[src/rtl/cbrt_dispatch_pkg.sv]
// Shared constants and FSM encoding for the cube-root dispatcher.
package cbrt_dispatch_pkg;

  localparam int DEPTH_DEFAULT = 4;
  localparam int W_DEFAULT     = 8;
  localparam int ACK_TIMEOUT   = 4;
  localparam int ACK_CNT_W     = $clog2(ACK_TIMEOUT);

  typedef enum logic [2:0] {
    ST_IDLE      = 3'd0,
    ST_LAUNCH    = 3'd1,
    ST_WAIT_ACK  = 3'd2,
    ST_WAIT_DONE = 3'd3,
    ST_HOLD      = 3'd4
  } state_e;

endpackage

[src/rtl/cbrt_dispatch_sync_fifo.sv]
// Operand FIFO: power-of-two depth, order preserving, push accepted at full
// only when a pop happens in the same cycle.
module sync_fifo #(
  parameter int DEPTH = 4,
  parameter int W     = 8
) (
  input  logic         clk_i,
  input  logic         rst_i,
  input  logic         push_i,
  input  logic [W-1:0] push_data_i,
  input  logic         pop_i,
  output logic         full_o,
  output logic         empty_o,
  output logic [W-1:0] head_o
);

  localparam int AW = $clog2(DEPTH);

  logic [W-1:0]  mem_q [DEPTH];
  logic [W-1:0]  mem_d [DEPTH];
  logic [AW-1:0] wr_ptr_q, wr_ptr_d;
  logic [AW-1:0] rd_ptr_q, rd_ptr_d;
  logic [AW:0]   count_q, count_d;
  logic          do_push, do_pop;

  assign full_o  = (count_q == (AW+1)'(DEPTH));
  assign empty_o = (count_q == '0);
  assign head_o  = mem_q[rd_ptr_q];

  always_comb begin
    do_pop   = pop_i & ~empty_o;
    do_push  = push_i & (~full_o | do_pop);
    mem_d    = mem_q;
    wr_ptr_d = wr_ptr_q;
    rd_ptr_d = rd_ptr_q;
    if (do_push) begin
      mem_d[wr_ptr_q] = push_data_i;
      wr_ptr_d        = wr_ptr_q + 1'b1;
    end
    if (do_pop) begin
      rd_ptr_d = rd_ptr_q + 1'b1;
    end
    count_d = count_q + {{AW{1'b0}}, do_push} - {{AW{1'b0}}, do_pop};
  end

  always_ff @(posedge clk_i) begin
    if (!rst_i) begin
      wr_ptr_q <= '0;
      rd_ptr_q <= '0;
      count_q  <= '0;
    end else begin
      mem_q    <= mem_d;
      wr_ptr_q <= wr_ptr_d;
      rd_ptr_q <= rd_ptr_d;
      count_q  <= count_d;
    end
  end

endmodule

[src/rtl/cbrt_dispatch.sv]
// Dispatches queued operands one at a time to an external cube-root unit and
// holds each result until the downstream accepts it.
module cbrt_dispatch
  import cbrt_dispatch_pkg::*;
#(
  parameter int DEPTH = DEPTH_DEFAULT,
  parameter int W     = W_DEFAULT
) (
  input  logic         clk_i,
  input  logic         rst_i,
  input  logic         in_valid_i,
  output logic         in_ready_o,
  input  logic [W-1:0] in_data_bi,
  output logic         out_valid_o,
  input  logic         out_ready_i,
  output logic [W-1:0] out_data_bo,
  output logic         root_start_o,
  output logic [W-1:0] root_x_bo,
  input  logic         root_busy_i,
  input  logic [W-1:0] root_y_bi,
  output logic         err_o
);

  state_e               state_q, state_d;
  logic [ACK_CNT_W-1:0] ack_cnt_q, ack_cnt_d;
  logic [W-1:0]         root_x_q, root_x_d;
  logic [W-1:0]         out_data_q, out_data_d;
  logic                 out_valid_q, out_valid_d;
  logic                 err_q, err_d;
  logic                 fifo_pop, fifo_full, fifo_empty, root_start;
  logic [W-1:0]         fifo_head;

  // A pop frees a slot in the same cycle, so a full FIFO can still take a push.
  assign in_ready_o   = rst_i & (~fifo_full | fifo_pop);
  assign out_valid_o  = out_valid_q;
  assign out_data_bo  = out_data_q;
  assign root_start_o = root_start;
  assign root_x_bo    = root_x_q;
  assign err_o        = err_q;

  sync_fifo #(
    .DEPTH(DEPTH),
    .W    (W)
  ) u_fifo (
    .clk_i      (clk_i),
    .rst_i      (rst_i),
    .push_i     (in_valid_i & in_ready_o),
    .push_data_i(in_data_bi),
    .pop_i      (fifo_pop),
    .full_o     (fifo_full),
    .empty_o    (fifo_empty),
    .head_o     (fifo_head)
  );

  always_comb begin
    state_d     = state_q;
    ack_cnt_d   = ack_cnt_q;
    root_x_d    = root_x_q;
    out_data_d  = out_data_q;
    out_valid_d = out_valid_q;
    err_d       = err_q;
    fifo_pop    = 1'b0;
    root_start  = 1'b0;
    unique case (state_q)
      ST_IDLE: begin
        if (!fifo_empty && !out_valid_q) begin
          fifo_pop = 1'b1;
          root_x_d = fifo_head;
          state_d  = ST_LAUNCH;
        end
      end
      ST_LAUNCH: begin
        root_start = 1'b1;
        ack_cnt_d  = '0;
        state_d    = ST_WAIT_ACK;
      end
      ST_WAIT_ACK: begin
        if (root_busy_i) begin
          state_d = ST_WAIT_DONE;
        end else if (ack_cnt_q == ACK_CNT_W'(ACK_TIMEOUT - 1)) begin
          err_d   = 1'b1;
          state_d = ST_IDLE;
        end else begin
          ack_cnt_d = ack_cnt_q + 1'b1;
        end
      end
      ST_WAIT_DONE: begin
        if (!root_busy_i) begin
          out_data_d  = root_y_bi;
          out_valid_d = 1'b1;
          state_d     = ST_HOLD;
        end
      end
      ST_HOLD: begin
        if (out_valid_q && out_ready_i) begin
          out_valid_d = 1'b0;
          state_d     = ST_IDLE;
        end
      end
      default: state_d = ST_IDLE;
    endcase
  end

  always_ff @(posedge clk_i) begin
    if (!rst_i) begin
      state_q     <= ST_IDLE;
      ack_cnt_q   <= '0;
      root_x_q    <= '0;
      out_data_q  <= '0;
      out_valid_q <= 1'b0;
      err_q       <= 1'b0;
    end else begin
      state_q     <= state_d;
      ack_cnt_q   <= ack_cnt_d;
      root_x_q    <= root_x_d;
      out_data_q  <= out_data_d;
      out_valid_q <= out_valid_d;
      err_q       <= err_d;
    end
  end

endmodule
[config.mk]
export PLATFORM = sky130hd
export DESIGN_NAME = cbrt_dispatch
export DESIGN_NICKNAME = d
export VERILOG_FILES = /design/src/rtl/cbrt_dispatch_pkg.sv /design/src/rtl/cbrt_dispatch_sync_fifo.sv /design/src/rtl/cbrt_dispatch.sv
export SDC_FILE = /design/constraint.sdc
export NUM_CORES = 1
export LEC_CHECK = 0
export BUFFER_PORTS_ARGS = -buffer_cell sky130_fd_sc_hd__buf_2
export CELL_PAD_IN_SITES_DETAIL_PLACEMENT = 0
export CELL_PAD_IN_SITES_GLOBAL_PLACEMENT = 1
export CORE_AREA = 2 2 97 99
export DETAILED_ROUTE_END_ITERATION = 8
export DIE_AREA = 0 0 99 101
export GPL_ROUTABILITY_DRIVEN = 0
export PLACE_DENSITY = 0.56
export SKIP_CTS_REPAIR_TIMING = 1
export SYNTH_ARGS = -nofsm -noshare
export SYNTH_HDL_FRONTEND = slang
export SYNTH_SLANG_ARGS = --single-unit
[constraint.sdc]
create_clock -name clk_i -period 3.23 [get_ports clk_i]
set_clock_uncertainty 0.15 [all_clocks]
set_input_delay 0.1615 -clock clk_i [delete_from_list [all_inputs] [get_ports clk_i]]
set_output_delay 0.1615 -clock clk_i [all_outputs]
set_load 0.02 [all_outputs]
==> Yosys cells after proc, flatten, opt, wreduce, memory -nomap -nowiden <==
Index checks and enable logic that the tools add are counted.
W data, S select, Z words.
{ "totals": {"reg_bits": 62, "in_bits": 21, "output_inout_bits": 20, "elab_cells": 81} }
{ "op_classes": {"addsub": 5, "magnitude_cmp": 3, "eq_ne": 12, "mux": 21, "bitwise_logic": 11, "reduce_logical": 16} }
{ "op_table": {"columns": ["op", "n"], "rows": [
  ["$bwmux W32", 1],
  ["$mux W8", 3],
  ["$bmux W8 S2", 1],
  ["$demux W8 S2", 1],
  ["$mux W3", 5],
  ["$pmux W3 S5", 1],
  ["$ne A2 B2 Y1 const B", 5],
  ["$reduce_and A3 Y1", 3],
  ["$add A2 B1 Y2 const B", 3],
  ["$eq A3 B2 Y1 const B", 2],
  ["$eq A3 B3 Y1 const B", 2],
  ["$ge A3 B3 Y1 const B", 2],
  ["$logic_not A3 Y1", 2],
  ["$not A2 Y3", 2],
  ["$reduce_and A2 Y1", 3],
  ["$mux W1", 5],
  ["$and A1 B1 Y1", 4],
  ["$mux W2", 2],
  ["$pmux W2 S2", 1],
  ["$reduce_and A4 Y1", 1],
  ["$reduce_bool A2 Y1", 2],
  ["$add A3 B1 Y3", 1],
  ["$eq A3 B1 Y1 const B", 1],
  ["$logic_and A1 B1 Y1", 3],
  ["8 further kinds", 12]
]} }

==> Longest topological paths before layout <==
Gate-level depths: netlist (run 1).
{ "depth": {"word_depth": 11, "ltp_mapped": 9, "depth_no_buf": 8} }

==> Cells and area by module <==
Synthesis (run 1) repeated with hierarchy kept, for this count alone.
{ "unflattened": {"cells_unflattened": 200, "area_unflattened_um2": 2542.4} }
{ "modules_own_cells": {"columns": ["mod", "n_inst", "cells_each", "area_each_um2"], "rows": [
  ["sync_fifo", 1, 89, 1594.0],
  ["cbrt_dispatch", 1, 111, 948.4]
]} }

==> Least setup slack after synthesis (run 1) <==
Ideal clock, no wire load.
{ "synth_timing": {"kind": "register to register", "from": "register out_valid_q (netlist: out_valid_o)", "to": "register u_fifo.count_q[2]", "t_arrival_ns": 2.087, "required_ns": 2.965, "setup_slack_ns": 0.878, "stages_incl_launch_ff": 8, "n_path_buf": 0, "synth_period_minus_slack_ns": 2.352, "cell_sequence": "dfxtp_1 -> nor4_1 -> or4_1 -> and3_4 -> ha_1 -> fa_1 -> xnor2_1 -> and2_1"} }
{ "synth_between": {"elab_chain_len": 10, "elab_cells_between_ends": 12} }
{ "synth_lines": {"columns": ["item", "line_no", "rtl"], "rows": [
  ["start: declaration", "cbrt_dispatch.sv:28", "logic out_valid_q, out_valid_d;"],
  ["start signal: assignment", "cbrt_dispatch.sv:117", "out_valid_q <= out_valid_d;"],
  ["$logic_not A1 Y1 *", "cbrt_dispatch.sv:66", "if (!fifo_empty && !out_valid_q) begin"],
  ["$logic_and A1 B1 Y1 *", "cbrt_dispatch.sv:66", null],
  ["$mux W1 *", "cbrt_dispatch.sv:66", null],
  ["$mux W1 *", "cbrt_dispatch.sv:64", "unique case (state_q)"],
  ["$or A1 B1 Y1", "cbrt_dispatch.sv:34", "assign in_ready_o = rst_i & (~fifo_full | fifo_pop);"],
  ["$and A1 B1 Y1", "cbrt_dispatch.sv:34", null],
  ["$and A1 B1 Y1", "cbrt_dispatch.sv:47", ".push_i (in_valid_i & in_ready_o),"],
  ["$and A1 B1 Y1", "cbrt_dispatch_sync_fifo.sv:32", "do_push = push_i & (~full_o | do_pop);"],
  ["$add A3 B1 Y3", "cbrt_dispatch_sync_fifo.sv:43", "count_d = count_q + {{AW{1'b0}}, do_push} - {{AW{1'b0}}, do_pop};"],
  ["$sub A3 B1 Y3 *", "cbrt_dispatch_sync_fifo.sv:43", null],
  ["end signal: assignment", "cbrt_dispatch_sync_fifo.sv:55", "count_q <= count_d;"],
  ["end: declaration", "cbrt_dispatch_sync_fifo.sv:23", "logic [AW:0] count_q, count_d;"]
]} }
Mark *: on every way between the ends. The rest lies on a longest branch, timed or not.
A chain may end at the register's enable or synchronous reset.

==> Worst setup path after layout (run 1) <==
{ "layout_timing": {"from": "register state_q[2]", "to": "register u_fifo.count_q[2]"} }
{ "layout_between": {"elab_chain_len": 8, "elab_cells_between_ends": 10} }
{ "layout_lines": {"columns": ["item", "line_no", "rtl"], "rows": [
  ["start: declaration", "cbrt_dispatch.sv:24", "state_e state_q, state_d;"],
  ["start signal: assignment", "cbrt_dispatch.sv:113", "state_q <= state_d;"],
  ["$logic_not A3 Y1 *", "cbrt_dispatch.sv:64", null],
  ["$mux W1 *", "cbrt_dispatch.sv:64", null],
  ["$or A1 B1 Y1", "cbrt_dispatch.sv:34", null],
  ["$and A1 B1 Y1", "cbrt_dispatch.sv:34", null],
  ["$and A1 B1 Y1", "cbrt_dispatch.sv:47", null],
  ["$and A1 B1 Y1", "cbrt_dispatch_sync_fifo.sv:32", null],
  ["$add A3 B1 Y3", "cbrt_dispatch_sync_fifo.sv:43", null],
  ["$sub A3 B1 Y3 *", "cbrt_dispatch_sync_fifo.sv:43", null]
]} }
Marked as above.

==> results summary, run 1 <==
The startpoint identified for the worst register-to-register timing path is state_q[2]$_SDFFE_PN0P_. The maximum vdd drop is 0.222 mV. The buffers plus inverters on the worst setup path is 0. The post-route setup TNS is 0 ns. The routed design has 4830 um of wire.

The data arrival time at the worst-slack endpoint came out at approximately 2.5 ns. The number of standard-cell rows in the floorplan is 35. The peak fanout along the critical path is 10.

In this run the number of H-tree levels came out at 3. The die area came out at 10000 sq um. The top cell types in the final layout, fill and taps aside, are 40 x sky130_fd_sc_hd__buf_2, 32 x sky130_fd_sc_hd__edfxtp_1, 30 x sky130_fd_sc_hd__dfxtp_1, 21 x sky130_fd_sc_hd__mux2i_1, 19 x sky130_fd_sc_hd__nor2b_1. The slew at the pin closest to its max-slew limit came out at 0.811 ns.

The power per cell area came out at 711 nW/um^2. Synthesis produced 188 cells. The setup slack on the worst flop-to-flop path came out at 0.79 ns. The element type at the critical path end is a register. After clock tree synthesis, the clock-pin slew on the worst setup and hold paths is 0.07 ns.

The proportion of layout cells with a drive suffix above 1 is 0.285. The number of primary I/O pins came out at 41. The timing-limited maximum frequency came out at between 400 and 500 MHz.

For this design, the slowest cell found on the critical path is sky130_fd_sc_hd__dfxtp_1. The via count of the first global-routing pass came to 1571. The sequential cell area fraction in the yosys report came out at 0.598. The analysis attributes to cell leakage a power of between 1 and 1.5 nW. The source-to-sink clock delay at the later pin of the worst-skew pair is 0.33 ns. The min-delay analysis places its worst path in the category primary input to register.

The core footprint came out at 8980 sq um. STA classifies the critical path startpoint as a register. The path with the worst hold slack has its endpoint at out_valid_o$_SDFFE_PN0P_.

The layout has 876 filler cells. The worst hold path cell count is 4. The height of the chip is 101 um. The critical path goes through nor4_1 -> or4_1 -> and3_4 -> ha_1 -> fa_1 -> xnor2_1 -> and2_1.

Yosys attributes the largest share of cell area to sky130_fd_sc_hd__edfxtp_1 37%, sky130_fd_sc_hd__dfxtp_1 23%, sky130_fd_sc_hd__mux2i_1 8.0%, sky130_fd_sc_hd__mux4_2 6.9%, sky130_fd_sc_hd__nor2b_1 4.6%. The share of synthesized area in the top cell type comes to 0.368. Of the available clock period, the critical path in the final layout requires 0.755. The maximum cell stage delay along the critical path came out at 0.56 ns.

The global-route wire length before repair is 7980 um. After detailed routing, the average wire length per cell comes to about 13 um. Setup repair after global routing left no endpoint under its margin. The flow ran to the end, and the final reports show no timing, DRC or antenna violations. The category of cells accounting for the largest share of critical-path delay is simple AND/OR/NAND/NOR gates.

Across the run, the number of max-cap violations was 0. The per-instance average area after synthesis is 13.9 sq um. The count of port buffers added during placement is 40. The end of the worst register-to-register path is u_fifo.count_q[2]$_SDFF_PN0_. The net count of the mapped netlist is 217. The signed area change from the synthesized netlist to the final layout is 24.7%.

The shortest clock period the worst path allows after layout is between 2 and 2.5 ns. Setup violations remaining at the end of the flow were counted as 0. The root buffer cell chosen for the clock tree is sky130_fd_sc_hd__clkbuf_8. The most common cell after layout, fill and taps aside is sky130_fd_sc_hd__buf_2. The number of buffers added by the clock tree synthesis step came out at 9. The number of synthesized register bits is 62.

The antenna diode count came out at 0. The cell area that synthesis handed to floorplanning was about 2600 sq um. The largest buffer count on any clock path is 2. The post-DP HPWL is 3150 um.

TritonCTS built the clock tree. For this configuration, the core starts out at a cell density of 0.291. The worst hold path begins at out_ready_i. Dividing the detail-routed via count by the number of cells gives 4.38. The worst setup path is of the register to register kind.

For this run, design rule violations remaining after detail routing come to 0. The number of antenna violations at the first check in global routing is 0. The via count is roughly 1600. The final count of pins violating max slew came out at 0. For this run, the number of Yosys warnings is 0. The worst path required time is 3.31 ns. The final net count is around 280.

The worst register-to-register path has a depth of 7. Once detail routing completed, the nets flagged for antenna violations numbered 0. The power consumption came out at between 2 and 2.5 mW. The DRC marker count from the first detailed-route iteration came out at 33. sky130_fd_sc_hd__edfxtp_1 takes more of the synthesized area than any other cell. The width of the die is 99 um. The count of cell types in the netlist is 37.

The first-pass detailed-route iteration total came out at 4. Entering global routing, the biggest net connects 34 pins. The number of sinks on the clock net is 62.

The headroom to the max-slew limit came out at 0.457. The combined global-route utilization of all metal layers is 0.106. The residual overflow from global routing is 0. The final cell utilization of the core came out at 0.363. The final count of hold timing violations is 0.
==> worst max path at each step <==
stage,slack [ns],from,to,cells past startpoint
3_5_place_dp,0.81,state_q[2]$_SDFFE_PN0P_,u_fifo.count_q[2]$_SDFF_PN0_,7
5_1_grt,0.66,state_q[2]$_SDFFE_PN0P_,u_fifo.count_q[2]$_SDFF_PN0_,7
2_1_floorplan,0.88,out_valid_o$_SDFFE_PN0P_,u_fifo.count_q[2]$_SDFF_PN0_,7
3_3_place_gp,0.83,state_q[2]$_SDFFE_PN0P_,u_fifo.count_q[2]$_SDFF_PN0_,7
4_1_cts,0.79,state_q[2]$_SDFFE_PN0P_,u_fifo.count_q[2]$_SDFF_PN0_,7
6_report,0.79,state_q[2]$_SDFFE_PN0P_,u_fifo.count_q[2]$_SDFF_PN0_,7
==> cell usage after synthesis, drive strengths merged <==
cell type,n
mux4,8
nor3b,2
o32ai,1
o41ai,1
a31o,1
xnor2,2
and3,1
o21a,1
fa,1
mux2i,21
nor2,5
nor2b,19
or2,1
nand2b,4
nand2,4
inv,8
and2,10
or4,1
o21ai,3
nor4,2
dfxtp,30
ha,7
buf,6
nor3,4
nor4b,1
clkbuf,3
edfxtp,32
or4b,1
xor2,2
a21oi,4
nand3,1
o22ai,1
==> flip-flops by register name, indices dropped and copies added, names as in the netlist <==
register	flops
ack_cnt_q	2
err_o	1
out_data_bo	8
out_valid_o	1
root_x_bo	8
state_q	3
u_fifo.count_q	3
u_fifo.mem_q	32
u_fifo.rd_ptr_q	2
u_fifo.wr_ptr_q	2
==> power breakdown <==
group / total [mW] / internal, mW / switching (mW)
clock network: 0.595 / 0.279 / 0.316
logic: 0.696 / 0.340 / 0.356
registers: 1.03 / 0.932 / 0.0931
==> logic make-up after synthesis <==
logic type / share of synthesized area
adders and majority gates: 0.0412
AOI/OAI and AO/OA: 0.0331
DFF: 0.598
and+or+nand+nor: 0.135
xor gates and xnor gates: 0.0134
buffers and inverters: 0.0302
muxes: 0.149
==> stage by stage <==
stage	worst slack (ns)	hold slack [ns]	cells	area [sq um]
floorplan	0.878	0.110	188	2610
global placement	0.828	0.229	332	2920
detailed placement	0.806	0.236	332	2920
CTS	0.785	-0.122	348	3100
global route	0.659	0.0541	364	3260
finish	0.792	0.0468	364	3260
==> final cells by class <==
| cell class | count | area (sq um) | area share |
|---|---|---|---|
| Clock buffer | 9 | 124 | 0.0380 |
| Clock inverter | 7 | 50.0 | 0.0154 |
| Inverter | 8 | 30.0 | 0.00922 |
| Multi-Input combinational cell | 109 | 976 | 0.300 |
| Sequential cell | 62 | 1560 | 0.480 |
| Tap cell | 111 | 139 | 0.0427 |
| Timing Repair Buffer | 58 | 375 | 0.115 |
==> worst min-delay path, delay by kind of cell <==
| family | cells | cell delay, ns |
|---|---|---|
| AOI/OAI and AO/OA | 1 | 0.06 |
| buffers and inverters | 1 | 0.11 |
| and+or+nand+nor | 2 | 0.17 |
==> per-layer routing <==
layer / up-vias / GRT usage / part of all wire
met3: 8 / 0.0333 / 0.054
met4: 0 / 0.0569 / 0.022
met2: 42 / 0.166 / 0.46
met1: 752 / 0.132 / 0.46
li1: 794 / - / -
met5: - / 0 / 0
(Power assumes the default switching activity.)
==> run 2: changes to the inputs <==
Clock period 3.23 ns to 2.35 ns, I/O delays scaled along.
==> results summary, run 2 (synthesized netlist as in run 1, its figures left out) <==
STA classifies the critical path endpoint as a register. The number of setup violations in the final report is 0. Setup repair after global routing left no endpoint under its margin. between 40 and 50 I/O pins were placed. The H-tree was split into 3 levels. For the final routed database, the setup TNS stands at 0 ns. The antenna diode count is 0. The power consumption is 3.27 mW. The shortest clock period the worst path allows after layout is 2.28 ns.

Walking the worst path, the cells encountered are inv_1 -> or4_1 -> and3_4 -> ha_1 -> fa_1 -> xnor2_1 -> and2_1. In this run the horizontal extent of the chip is 99 um. Ranked by flip-flop count, first place goes to u_fifo.mem_q. The cell count after placement came out at 343.

The kind of cell with the highest combined delay along the critical path is simple AND/OR/NAND/NOR gates. The final count of pins violating max slew came out at 0. On the critical path, the stage with the largest delay is an instance of sky130_fd_sc_hd__or4_1. Dividing the final minimum period by the clock period gives 0.970.

The number of sinks on the clock net is 62. Across the run, the number of max-cap violations was 0. The clock tree root driver cell is sky130_fd_sc_hd__clkbuf_8. The final count of hold timing violations came out at 0.

The count of port buffers added during placement is 40. The first-pass detailed-route iteration total is 3. The number of antenna violations at the first check in global routing is 0. The worst setup path is of the register to register kind. The maximum cell stage delay along the critical path came out at 0.52 ns.

The detail-routed via count per cell is 4.28. Leaving out fill and tap cells, the most frequent cell in the layout is sky130_fd_sc_hd__buf_2. The end point of the most critical hold path is out_valid_o$_SDFFE_PN0P_. The flow ran to the end, and the final reports show no timing, DRC or antenna violations.

The DRC violation count after routing came out at 0. In the layout the commonest cells are 40 x sky130_fd_sc_hd__buf_2, 32 x sky130_fd_sc_hd__edfxtp_1, 29 x sky130_fd_sc_hd__dfxtp_1, 21 x sky130_fd_sc_hd__mux2i_1, 19 x sky130_fd_sc_hd__nor2b_1. The via count of the first global-routing pass is 1541. After routing the design area is 3350 sq um.

The analysis attributes to cell leakage a power of 1.29 nW. From synthesis to final layout, the design area changed by 28.1%. Of the cells placed in the final design, the portion with a size suffix greater than 1 is 0.318. The post-DP HPWL came out at between 3000 and 4000 um. Along the worst path, the maximum fanout reaches 5. The cell area reported after detailed placement is 3010 sq um.

The detail route stage leaves a number of antenna-violating nets equal to 0. The setup slack on the worst flop-to-flop path came out at 0.07 ns. The largest net degree at the start of global routing came out at 33. The worst hold path begins at out_ready_i. The timing-limited maximum frequency is approximately 440 MHz.

The DRC marker count from the first detailed-route iteration came out at 25. STA puts the critical path data arrival time at 2.37 ns. The number of buffers added by the clock tree synthesis step is 9. The number of standard-cell rows in the floorplan came out at 35. The via count is between 1500 and 2000. The core footprint is ~9000 sq um. At the pin with the least slew margin, the transition time is 0.496 ns.

The flip-flop count of the largest register after layout is 32. The residual overflow from global routing came out at 0. The kind of path behind the tightest hold check is primary input to register.

The end of the worst register-to-register path is u_fifo.count_q[2]$_SDFF_PN0_. The routed length per instance came out at 13.2 um. The kind of start point of the critical path is a register. The combined global-route utilization of all metal layers is 0.105. The global-route wire length before repair came out at 7830 um. The headroom to the max-slew limit is 0.669. The initial standard-cell utilization of the core is 0.291. The source-to-sink clock delay at the later pin of the worst-skew pair is 0.34 ns. TritonCTS built the clock tree. The maximum vdd drop came out at 0.268 mV. The startpoint identified for the worst register-to-register timing path is u_fifo.count_q[2]$_SDFF_PN0_. The final layout contains 288 nets. The height of the chip came out at 101 um. The final cell utilization of the core came out at 0.373. The buffers plus inverters on the worst setup path came out at 1.

The floorplan step defined a die boundary enclosing about 10000 sq um. The count of cells along the worst register-to-register path is 7. Data on the critical path is required at its endpoint by 2.44 ns. The final routed wirelength across all metal layers came out at approximately 5000 um. Excluding fillers, the count of instances in the completed layout stands at approximately 380. The clock passes through at most 2 buffers.

The clock slew seen by the registers of the worst setup and hold paths came out at ~0.070 ns. The worst hold path cell count is 4. The power per cell area came out at 979 nW/um^2.
## run 2: worst register-to-register path, delay by kind of cell, from the launching register on
kind | cells | cell delay, ns
buffers and inverters | 1 | 0.07
and+or+nand+nor | 3 | 0.88
adders and majority gates | 2 | 0.59
xor gates and xnor gates | 1 | 0.13
DFF | 1 | 0.36
## run 2: power by group
group | switching (mW) | internal [mW]
Sequential | 0.0953 | 1.28
Clock | 0.466 | 0.397
Combinational | 0.526 | 0.509
Total | 1.09 | 2.19
## run 2: worst max path at each step
stage                                       from                           end  cells after the start
finish              u_fifo.count_q[2]$_SDFF_PN0_  u_fifo.count_q[2]$_SDFF_PN0_                      7
detailed placement  u_fifo.count_q[2]$_SDFF_PN0_  u_fifo.count_q[2]$_SDFF_PN0_                      7
global placement    u_fifo.count_q[2]$_SDFF_PN0_  u_fifo.count_q[2]$_SDFF_PN0_                      7
CTS                 u_fifo.count_q[2]$_SDFF_PN0_  u_fifo.count_q[2]$_SDFF_PN0_                      7
floorplan           u_fifo.count_q[1]$_SDFF_PN0_  u_fifo.count_q[2]$_SDFF_PN0_                      9
global route        u_fifo.count_q[2]$_SDFF_PN0_  u_fifo.count_q[2]$_SDFF_PN0_                      7
## run 2: routing by layer
layer	global-route usage	vias to the layer above	part of all wire
li1	-	815	-
met4	0.0695	0	0.025
met2	0.165	30	0.48
met1	0.130	750	0.46
met5	0	-	0
met3	0.0243	9	0.033
## run 2: final cells by class
cell class,instances,area [sq um]
inverters,8,30.0
well taps,111,139
fillers,864,5630
clock buffers,9,124
multi-input cells,109,976
flip-flops and latches,62,1560
repair buffers,69,458
clock inverters,7,56.3
## run 2: through the flow
stage	setup WS [ns]	hold slack (ns)
2_1_floorplan	0.0672	0.0664
3_3_place_gp	0.0940	0.188
3_5_place_dp	0.0624	0.190
4_1_cts	0.0484	-0.174
5_1_grt	0.00472	0.0248
6_report	0.0711	0.0133
==> run 3: changes to the inputs <==
Settings changed: CORE_AREA 2 2 97 99 to 2 2 80 82, DIE_AREA 0 0 99 101 to 0 0 82 84, PLACE_DENSITY 0.56 to 0.77.
==> results summary, run 3 (synthesized netlist as in run 1, its figures left out) <==
The run finished with clean final reports. The number of sinks on the clock net came out at slightly above 60. In this run the remaining antenna-violating nets after routing total 0.

The least setup slack across all paths after layout is roughly 0.1 ns. The proportion of layout cells with a drive suffix above 1 is 0.308. The worst path in the final design needs a cycle of roughly 2.2 ns, including I/O delays and setup.

The fraction of power spent switching nets is 0.315. The die area came out at 6890 sq um. The final cell utilization of the core is 0.540.

After detailed routing, the number of remaining DRC violations is 0. 41 I/O pins were placed. For the pin with the worst max-slew slack, the measured transition is roughly 0.44 ns. IR analysis of the VDD net gives a maximum drop of 0.479 mV.

The post-DP HPWL came out at around 3200 um. The peak fanout along the critical path is 5. The via count of the first global-routing pass is between 1500 and 2000. For this configuration, the core starts out at a cell density of 0.428. Setup repair after global routing left no endpoint under its margin. Of the total power, registers draw 0.415. In the layout the commonest cells are 40 x sky130_fd_sc_hd__buf_2, 32 x sky130_fd_sc_hd__edfxtp_1, 28 x sky130_fd_sc_hd__dfxtp_1, 21 x sky130_fd_sc_hd__mux2i_1, 19 x sky130_fd_sc_hd__nor2b_1. The most common cell after layout, fill and taps aside is sky130_fd_sc_hd__buf_2. The number of H-tree branching levels is 3.

The routed length per instance came out at 13.8 um. The worst path required time came out at 2.43 ns. The residual overflow from global routing is 0. Clock latency on the worst-skew pair, taken at its later pin, is between 0.3 and 0.4 ns.

The TritonCTS clock tree is yes. Counting flops per register, the top entry is u_fifo.mem_q. Across all hold checks on the routed design, the worst slack comes to 0.00616 ns.

The number of antenna violations at the first check in global routing is 0. The combinational group share of total power came out at 0.309. The global-route wire length before repair is 7290 um. The largest buffer count on any clock path is 2.

Derived from the worst setup path, the maximum achievable clock frequency is 445 MHz. The final count of pins violating max slew came out at 0. In the finished design, the share of the clock period the worst path needs comes to 0.957. The number of violations of the max-capacitance limit is 0.

In this run the horizontal extent of the chip is a little over 80 um. In this run the static leakage power is 1.27 nW. The headroom to the max-slew limit came out at 0.703. The final net count is ~280. The count of cells along the worst register-to-register path came out at 7. The kind of path behind the tightest hold check is primary input to register. The tree is rooted in a sky130_fd_sc_hd__clkbuf_8. The worst setup path is launched from a register. The floorplan has 29 rows. The worst hold path cell count is 3. The start-to-end type of the worst setup path is register to register. The data arrival time at the worst-slack endpoint is 2.33 ns. The number of setup violations in the final report is 0. The signed area change from the synthesized netlist to the final layout came out at 26.1%.

The first TritonRoute pass finished after 4 iterations. The final routed wirelength across all metal layers came out at 4650 um. The combined global-route utilization of all metal layers is 0.145.

The repair_antennas step left the layout with diodes totalling 0. The detailed router finished its first iteration with 75 violations. The worst-case setup slack after placement is 0.0770 ns. The final cell count without fillers is 337. The flip-flop count of the largest register after layout is 32.

The share of total power in the clock network is 0.276. The number of buffers added by the clock tree synthesis step is 9. Dividing the detail-routed via count by the number of cells gives 4.87. Power spread over the standard cell area amounts to 1010 nW/um^2. The final count of hold timing violations came out at 0. The cell count after placement came out at between 300 and 400. Cell internal power was estimated by the tool at ~2.3 mW. In this run the vertical extent of the chip is 84 um. Entering global routing, the biggest net connects 33 pins. During placement, the flow inserted port buffers numbering 40.

The post-route setup TNS came out at 0 ns. The clock slew seen by the registers of the worst setup and hold paths came out at 0.07 ns. The worst setup path is captured at a register. The core footprint came out at just over 6000 sq um.

For this block, the via count after detailed routing is 1640. The switching power total came out at 1.04 mW.
-- run 3: cell count changes in the layout (fill, tap and decap cells not counted) --
cell,before,now
sky130_fd_sc_hd__buf_4,13,9
sky130_fd_sc_hd__bufinv_16,0,1
sky130_fd_sc_hd__clkinv_1,0,1
sky130_fd_sc_hd__clkinv_2,1,0
sky130_fd_sc_hd__clkinvlp_4,1,3
sky130_fd_sc_hd__dfxtp_1,29,28
sky130_fd_sc_hd__dfxtp_2,1,2
sky130_fd_sc_hd__inv_6,4,1
-- run 3: worst paths after layout --
check | to | startpoint | slack, ns
hold reg to reg | err_o$_SDFFE_PN0P_ | err_o$_SDFFE_PN0P_ | 0.32
hold / removal | state_q[2]$_SDFFE_PN0P_ | out_ready_i | 0.006
setup reg to reg | u_fifo.count_q[2]$_SDFF_PN0_ | u_fifo.count_q[2]$_SDFF_PN0_ | 0.10
setup / recovery | u_fifo.count_q[2]$_SDFF_PN0_ | u_fifo.count_q[2]$_SDFF_PN0_ | 0.10
-- run 3: worst max-delay path: stages, from the launching register on --
cell and delay, ns:
sky130_fd_sc_hd__dfxtp_2 0.34, sky130_fd_sc_hd__inv_1 0.06, sky130_fd_sc_hd__or4_1 0.52, sky130_fd_sc_hd__and3_4 0.21, sky130_fd_sc_hd__ha_1 0.21, sky130_fd_sc_hd__fa_1 0.37, sky130_fd_sc_hd__xnor2_1 0.13, sky130_fd_sc_hd__and2_1 0.15
-- run 3: metal layers --
metal / vias up / track usage / wire length, um
met2: 39 / 0.232 / 2270
met5: - / 0 / 0
met1: 785 / 0.174 / 2070
li1: 807 / - / -
met4: 0 / 0.0727 / 90
met3: 9 / 0.0455 / 214
-- run 3: through the flow --
stage	cell area [sq um]	total power [mW]
6_report	3290	3.31
5_1_grt	3290	3.52
4_1_cts	3130	3.34
3_5_place_dp	2930	2.41
3_3_place_gp	2930	2.40
2_1_floorplan	2610	2.15
-- run 3: final cells by class --
cell class | instances | area [sq um]
fill | 542 | 2800
sequential | 62 | 1560
multi-input combinational | 109 | 976
timing repair buffer | 65 | 428
clock buffer | 9 | 124
tap | 77 | 96.3
clock inverter | 7 | 73.8
inverter | 8 | 30.0
-- run 3: power groups by stage --
stage | clock (mW) | sequential [mW] | combinational [mW]
3_3_place_gp | 0 | 1.40 | 1.01
3_5_place_dp | 0 | 1.40 | 1.01
5_1_grt | 0.988 | 1.39 | 1.14
6_report | 0.914 | 1.38 | 1.02
2_1_floorplan | 0 | 1.44 | 0.709
4_1_cts | 0.943 | 1.38 | 1.02
